## src/rtl/rv_pipe_pkg.sv

```systemverilog
// Shared definitions for the RV32I elastic pipeline stage registers.
package rv_pipe_pkg;

   localparam int XLEN = 32;
   localparam int RD_W = 5;

   // Writeback controls that travel with every pipeline entry
   typedef struct packed {
      logic [RD_W-1:0] rd;
      logic            we;
   } wb_ctrl_t;

   // Head write enable: never asserted on an empty head, optionally masked for x0
   function automatic logic gate_we(input logic we, input logic valid,
                                    input logic rd_nz, input logic zero_rd);
      return we & valid & (rd_nz | ~zero_rd);
   endfunction

endpackage

```

## src/rtl/pipe_slot.sv

```systemverilog
// One pipeline entry: payload, rd, write enable and a valid bit.
// Clear has priority over load so a flush always empties the slot.
module pipe_slot #(
   parameter int DATA_W = 32,
   parameter int RD_W   = 5
) (
   input  logic              clk,
   input  logic              rst,
   input  logic              load,
   input  logic              clr,
   input  logic [DATA_W-1:0] d_data,
   input  logic [RD_W-1:0]   d_rd,
   input  logic              d_we,
   output logic              valid,
   output logic [DATA_W-1:0] q_data,
   output logic [RD_W-1:0]   q_rd,
   output logic              q_we
);

   // Valid bit and entry contents; contents only change on load
   always_ff @(posedge clk) begin
      if (!rst) begin
         valid  <= 1'b0;
         q_data <= '0;
         q_rd   <= '0;
         q_we   <= 1'b0;
      end else begin
         if (clr)
            valid <= 1'b0;
         else if (load)
            valid <= 1'b1;
         if (load) begin
            q_data <= d_data;
            q_rd   <= d_rd;
            q_we   <= d_we;
         end
      end
   end

endmodule

```

## src/rtl/pipe_stage_elastic.sv

```systemverilog
// Elastic valid/ready stage register shared by IF/ID, ID/EX, EX/MEM and MEM/WB.
// SKID=1 adds a second entry so in_ready depends only on registered state.
module pipe_stage_elastic #(
   parameter int DATA_W  = rv_pipe_pkg::XLEN,
   parameter int RD_W    = rv_pipe_pkg::RD_W,
   parameter bit SKID    = 1'b1,
   parameter bit ZERO_RD = 1'b1
) (
   input  logic              clk,
   input  logic              rst,
   input  logic              flush,
   input  logic              in_valid,
   output logic              in_ready,
   input  logic [DATA_W-1:0] in_data,
   input  logic [RD_W-1:0]   in_rd,
   input  logic              in_we,
   output logic              out_valid,
   input  logic              out_ready,
   output logic [DATA_W-1:0] out_data,
   output logic [RD_W-1:0]   out_rd,
   output logic              out_we,
   output logic [1:0]        occupancy
);

   import rv_pipe_pkg::*;

   logic              in_fire;
   logic              out_fire;
   logic              main_v;
   logic              main_load;
   logic              main_clr;
   logic [DATA_W-1:0] main_d_data;
   logic [RD_W-1:0]   main_d_rd;
   logic              main_d_we;
   logic [DATA_W-1:0] main_data;
   logic [RD_W-1:0]   main_rd;
   logic              main_we;
   logic [1:0]        occ_q;

   assign in_fire  = in_valid & in_ready;
   assign out_fire = main_v & out_ready;

   // Head entry, always present; it drives the outputs
   pipe_slot #(.DATA_W(DATA_W), .RD_W(RD_W)) u_main (
      .clk    (clk),
      .rst    (rst),
      .load   (main_load),
      .clr    (main_clr),
      .d_data (main_d_data),
      .d_rd   (main_d_rd),
      .d_we   (main_d_we),
      .valid  (main_v),
      .q_data (main_data),
      .q_rd   (main_rd),
      .q_we   (main_we)
   );

   generate
      if (SKID) begin : g_skid
         logic              skid_v;
         logic              skid_load;
         logic              skid_clr;
         logic [DATA_W-1:0] skid_data;
         logic [RD_W-1:0]   skid_rd;
         logic              skid_we;

         // Skid entry catches the one input accepted while the head is stalled
         pipe_slot #(.DATA_W(DATA_W), .RD_W(RD_W)) u_skid (
            .clk    (clk),
            .rst    (rst),
            .load   (skid_load),
            .clr    (skid_clr),
            .d_data (in_data),
            .d_rd   (in_rd),
            .d_we   (in_we),
            .valid  (skid_v),
            .q_data (skid_data),
            .q_rd   (skid_rd),
            .q_we   (skid_we)
         );

         // in_ready comes straight from a flop: no path from out_ready
         assign in_ready = rst & ~skid_v;

         // Head refills from skid first (older entry) to keep FIFO order
         assign main_load   = (~main_v & in_fire) | (out_fire & (skid_v | in_fire));
         assign main_clr    = flush | (out_fire & ~skid_v & ~in_fire);
         assign main_d_data = skid_v ? skid_data : in_data;
         assign main_d_rd   = skid_v ? skid_rd   : in_rd;
         assign main_d_we   = skid_v ? skid_we   : in_we;

         assign skid_load = main_v & ~out_ready & in_fire;
         assign skid_clr  = flush | (skid_v & out_ready);
      end else begin : g_single
         // Single entry: accept whenever the head is empty or leaving
         assign in_ready    = rst & (~main_v | out_ready);
         assign main_load   = in_fire;
         assign main_clr    = flush | (out_fire & ~in_fire);
         assign main_d_data = in_data;
         assign main_d_rd   = in_rd;
         assign main_d_we   = in_we;
      end
   endgenerate

   // Entry count: +1 per accepted input, -1 per delivered head, zero on flush
   always_ff @(posedge clk) begin
      if (!rst)
         occ_q <= 2'd0;
      else if (flush)
         occ_q <= 2'd0;
      else
         occ_q <= occ_q + {1'b0, in_fire} - {1'b0, out_fire};
   end

   assign occupancy = occ_q;
   assign out_valid = main_v;
   assign out_data  = main_data;
   assign out_rd    = main_rd;
   assign out_we    = gate_we(main_we, main_v, |main_rd, ZERO_RD);

endmodule
```

## config.mk

```make
export PLATFORM = sky130hd
export DESIGN_NAME = pipe_stage_elastic
export DESIGN_NICKNAME = d
export VERILOG_FILES = /design/src/rtl/rv_pipe_pkg.sv /design/src/rtl/pipe_slot.sv /design/src/rtl/pipe_stage_elastic.sv
export SDC_FILE = /design/constraint.sdc
export NUM_CORES = 1
export LEC_CHECK = 0
export BUFFER_PORTS_ARGS = -buffer_cell sky130_fd_sc_hd__clkbuf_2
export CAP_MARGIN = 20
export CORE_UTILIZATION = 30
export DETAILED_ROUTE_END_ITERATION = 12
export PLACE_DENSITY_LB_ADDON = 0.05
export SLEW_MARGIN = 20
export SYNTH_ARGS = -nofsm -noshare
export SYNTH_HDL_FRONTEND = slang
export SYNTH_SLANG_ARGS = --single-unit
```

## constraint.sdc

```tcl
create_clock -name clk -period 1.7 [get_ports clk]
set_clock_uncertainty 0.05 [all_clocks]
set_input_delay 0.17 -clock clk [delete_from_list [all_inputs] [get_ports clk]]
set_output_delay 0.17 -clock clk [all_outputs]
set_load 0.01 [all_outputs]
```

==> results.md <==
* Core Box Area at 11500 um2
* Critical path type: reg -> out
* DP HPWL at 5.55 mm
* Fill count at roughly 1200
* Initial antenna violation count at 0
* Register-to-Register Setup Slack at 0.13 ns
* GPL Wtd Cong at roughly 0.68
* Crit path max fanout at 2
* CP peak stage delay at 0.36 ns
* Largest net degree at the start of global routing at 117
* Die height at about 110 um
* Outcome: finished, final reports clean
* Minimum clock period at 1.69 ns
* RSZ-0062 raised after global routing: yes
* Register area at 1610 um2
* PortBufs at 84
* Initial core utilization at 0.310
* CP required at around 1.5 ns
* WHS Endpoint: g_skid.u_skid.q_data[3]
* First-pass GRT wire length at approximately 14 mm
* Reg-to-reg endpoint: occupancy[1]
* WHS at 0.0149 ns
* Iter 0 DRT Violations at 109
* Clk pwr share at 0.454
* Non-filler cells in the finished layout at 629
* Synth Area per Inst at 8.76 um2
* Slew margin rel. at 0.638
* Power Total at around 4.4 mW
* Net Switching at 1.02 mW
* Top post-synthesis cells by area: dfxtp_1 (45%), nand2_1 (12%), mux2_2 (12%), mux2i_1 (11%), nand3_1 (5.3%)
* Worst-margin pin slew at 0.543 ns
* Synth top area share at 0.450
* Fin crit share at 0.992
* Syn. warnings at 0
* Sequential area share after synthesis at 0.450
* Finished Cell Area at 4460 um2
* Die W at 111 um
* Share of cells above drive strength 1 at 0.325
* Pleak at 2.02 nW
* Via count at 2925
* Syn_nets at between 400 and 500
* Worst min path class: in -> reg
* Part of the power in registers at 0.448
* Startpoint types: flip-flop
* Sw Share at 0.231
* Die area at 12300 um2
* Total track usage at 0.148
* Critical R2R Launch: g_skid.u_skid.valid
* Layout area overhead at 25.2%
* Synth Cell Area at 3560 um2
* Antenna Cells at 0
* Vias in the first global route at 2773
* DR pass1 iterations at 4
* Critical path's slowest cell: or3_1
* CP Capture Type: primary output
* CTS tree: done
* CP startpoint: u_main.q_rd[4]
* Cells along the critical path: or3_1, o311a_1, clkbuf_2
* Skew-Pair Late Insertion Delay at 0.34 ns
* Fraction of registers with async set/reset at 0
* Primary FF master, synth: dfxtp_1
* Io pins at 85
* WP data arrival at roughly 1.5 ns
* DRC violations left at 0
* Nets at 526
* Post-synthesis cell count at ~400
* Grt total ovfl at 0
* Worst-path clk slew at 0.06 ns
* Distinct cells, synth at 27
* DRT antenna net count at 0
* Hold_sp: in_data[3]
* Clock root buffer: clkbuf_16
* Htree depth at 3
* Cts bufs inserted at 9
* WL per Instance at between 10 and 15 um
* Setup TNS Final at 0 ns
* Maximum vdd drop at 621 uV
* Max Cap Viol at 0
* Count of final hold-check violations at 0
* PD cells at 986 nW/um2
* Multi-input combinational cell area at 1780 um2
* Cell Count Post-Placement at 611
* Post-synth EDFFs at 0
* Final setup fails at 0
* Bufs on Longest Clock Path at 2
* Maximum clock frequency at 593 MHz
* Clk sink count at 80
* Rows at 39
* Yosys reg bits at 80
* Area leader, netlist: dfxtp_1
* Comb pwr share at 0.097
* Max Slew Vio Count at 0
* Worst reg2reg path depth at 6
* Hold depth at 3
* Most frequent cell after synthesis: nand2_1
* Post-synth top cells: nand2_1 (115), dfxtp_1 (80)
* Area post-placement at 4120 um2
* Internal power at 3.38 mW
* Detailed-route wire length at 8.72 mm
* Vias/cell at 4.65
[per-layer routing]
| metal | wire [um] | global-route usage |
|---|---|---|
| met3 | 505 | 0.0580 |
| met1 | 4410 | 0.194 |
| met2 | 3730 | 0.222 |
| met5 | 0 | 0 |
| met4 | 73 | 0.0453 |
[layout make-up]
class                           count  area share
Tap cell                          143      0.0401
Inverter                            2     0.00168
Timing Repair Buffer              100       0.129
Clock buffer                       12      0.0598
Sequential cell                    80       0.360
Multi-Input combinational cell    289       0.399
Clock inverter                      3     0.00898
[critical path, delay by kind of cell, from the launching register on]
family / cells / cell delay, ns
DFF: 1 / 0.35
buffers and inverters: 1 / 0.13
and+or+nand+nor: 1 / 0.36
AOI/OAI and AO/OA: 1 / 0.29
[kinds of logic after synthesis]
logic type,count (synthesis),synth area share
multiplexers,76,0.227
AND/OR/NAND/NOR,164,0.193
AO/OA/AOI/OAI,46,0.0675
buffers and inverters,37,0.0534
adder cells (fa/ha/maj),1,0.00352
XOR/XNOR,2,0.00492
flip-flops,80,0.450
[per-stage QoR]
stage | utilization | setup WS, ns
2_1_floorplan | - | -0.0728
3_3_place_gp | 0.359 | 0.0927
3_5_place_dp | 0.359 | 0.0534
4_1_cts | 0.388 | -0.00648
5_1_grt | 0.389 | -0.0751
6_report | 0.389 | 0.0135
[cells in the final DEF (no fill, tap or decap)]
master | netlist | final
nand2_1 | 115 | 115
clkbuf_2 | 0 | 83
dfxtp_1 | 80 | 78
nand3_1 | 38 | 38
o21ai_1 | 38 | 38
mux2_2 | 38 | 38
mux2i_1 | 38 | 38
buf_4 | 1 | 12
clkbuf_16 | 0 | 9
a21oi_1 | 3 | 3
clkbuf_8 | 0 | 3
or3_1 | 2 | 2
inv_1 | 2 | 2
nand2b_1 | 2 | 2
nor2_1 | 2 | 2
o21ai_0 | 2 | 2
clkinv_2 | 0 | 2
dlygate4sd3_1 | 0 | 2
buf_12 | 0 | 2
and3b_2 | 0 | 1
xnor2_1 | 1 | 1
o311a_1 | 1 | 1
nor2b_1 | 2 | 1
nor2b_4 | 0 | 1
and2_2 | 0 | 1
or2_0 | 1 | 1
a21o_2 | 0 | 1
xor2_1 | 1 | 1
a22oi_1 | 1 | 1
ha_2 | 0 | 1
bufinv_16 | 0 | 1
dfxtp_2 | 0 | 1
buf_6 | 4 | 1
dfxtp_4 | 0 | 1
[power by group through the flow]
stage	combinational [mW]	clock, mW	sequential (mW)
finish	0.427	2.00	1.97
global route	0.474	2.14	1.98
CTS	0.436	2.09	1.97
detailed placement	0.428	0	2.01
global placement	0.428	0	2.01
floorplan	0.239	0	2.03
[worst max path at each step]
stage,end,slack (ns),depth (start not counted)
6_report,out_we,0.01,3
5_1_grt,out_we,-0.08,3
4_1_cts,out_we,-0.006,3
3_5_place_dp,g_skid.u_skid.q_data[12],0.05,5
3_3_place_gp,g_skid.u_skid.q_data[22],0.09,5
2_1_floorplan,occupancy[1],-0.07,9
[state kept, by name, indices dropped and copies added, names as in the netlist]
name,count
g_skid.u_skid.q_data,32
g_skid.u_skid.q_rd,5
g_skid.u_skid.q_we,1
g_skid.u_skid.valid,1
occupancy,2
u_main.q_data,32
u_main.q_rd,5
u_main.q_we,1
u_main.valid,1
[what timing repair did]
item	4_1_cts	5_1_grt
pin swaps	0	0
endpoints found under the hold margin	2	0
buffers inserted	1	0
hold buffers	2	0
resized for setup	2	1
endpoints found under the setup margin	1	18
Power figures use the tool's default switching activity.
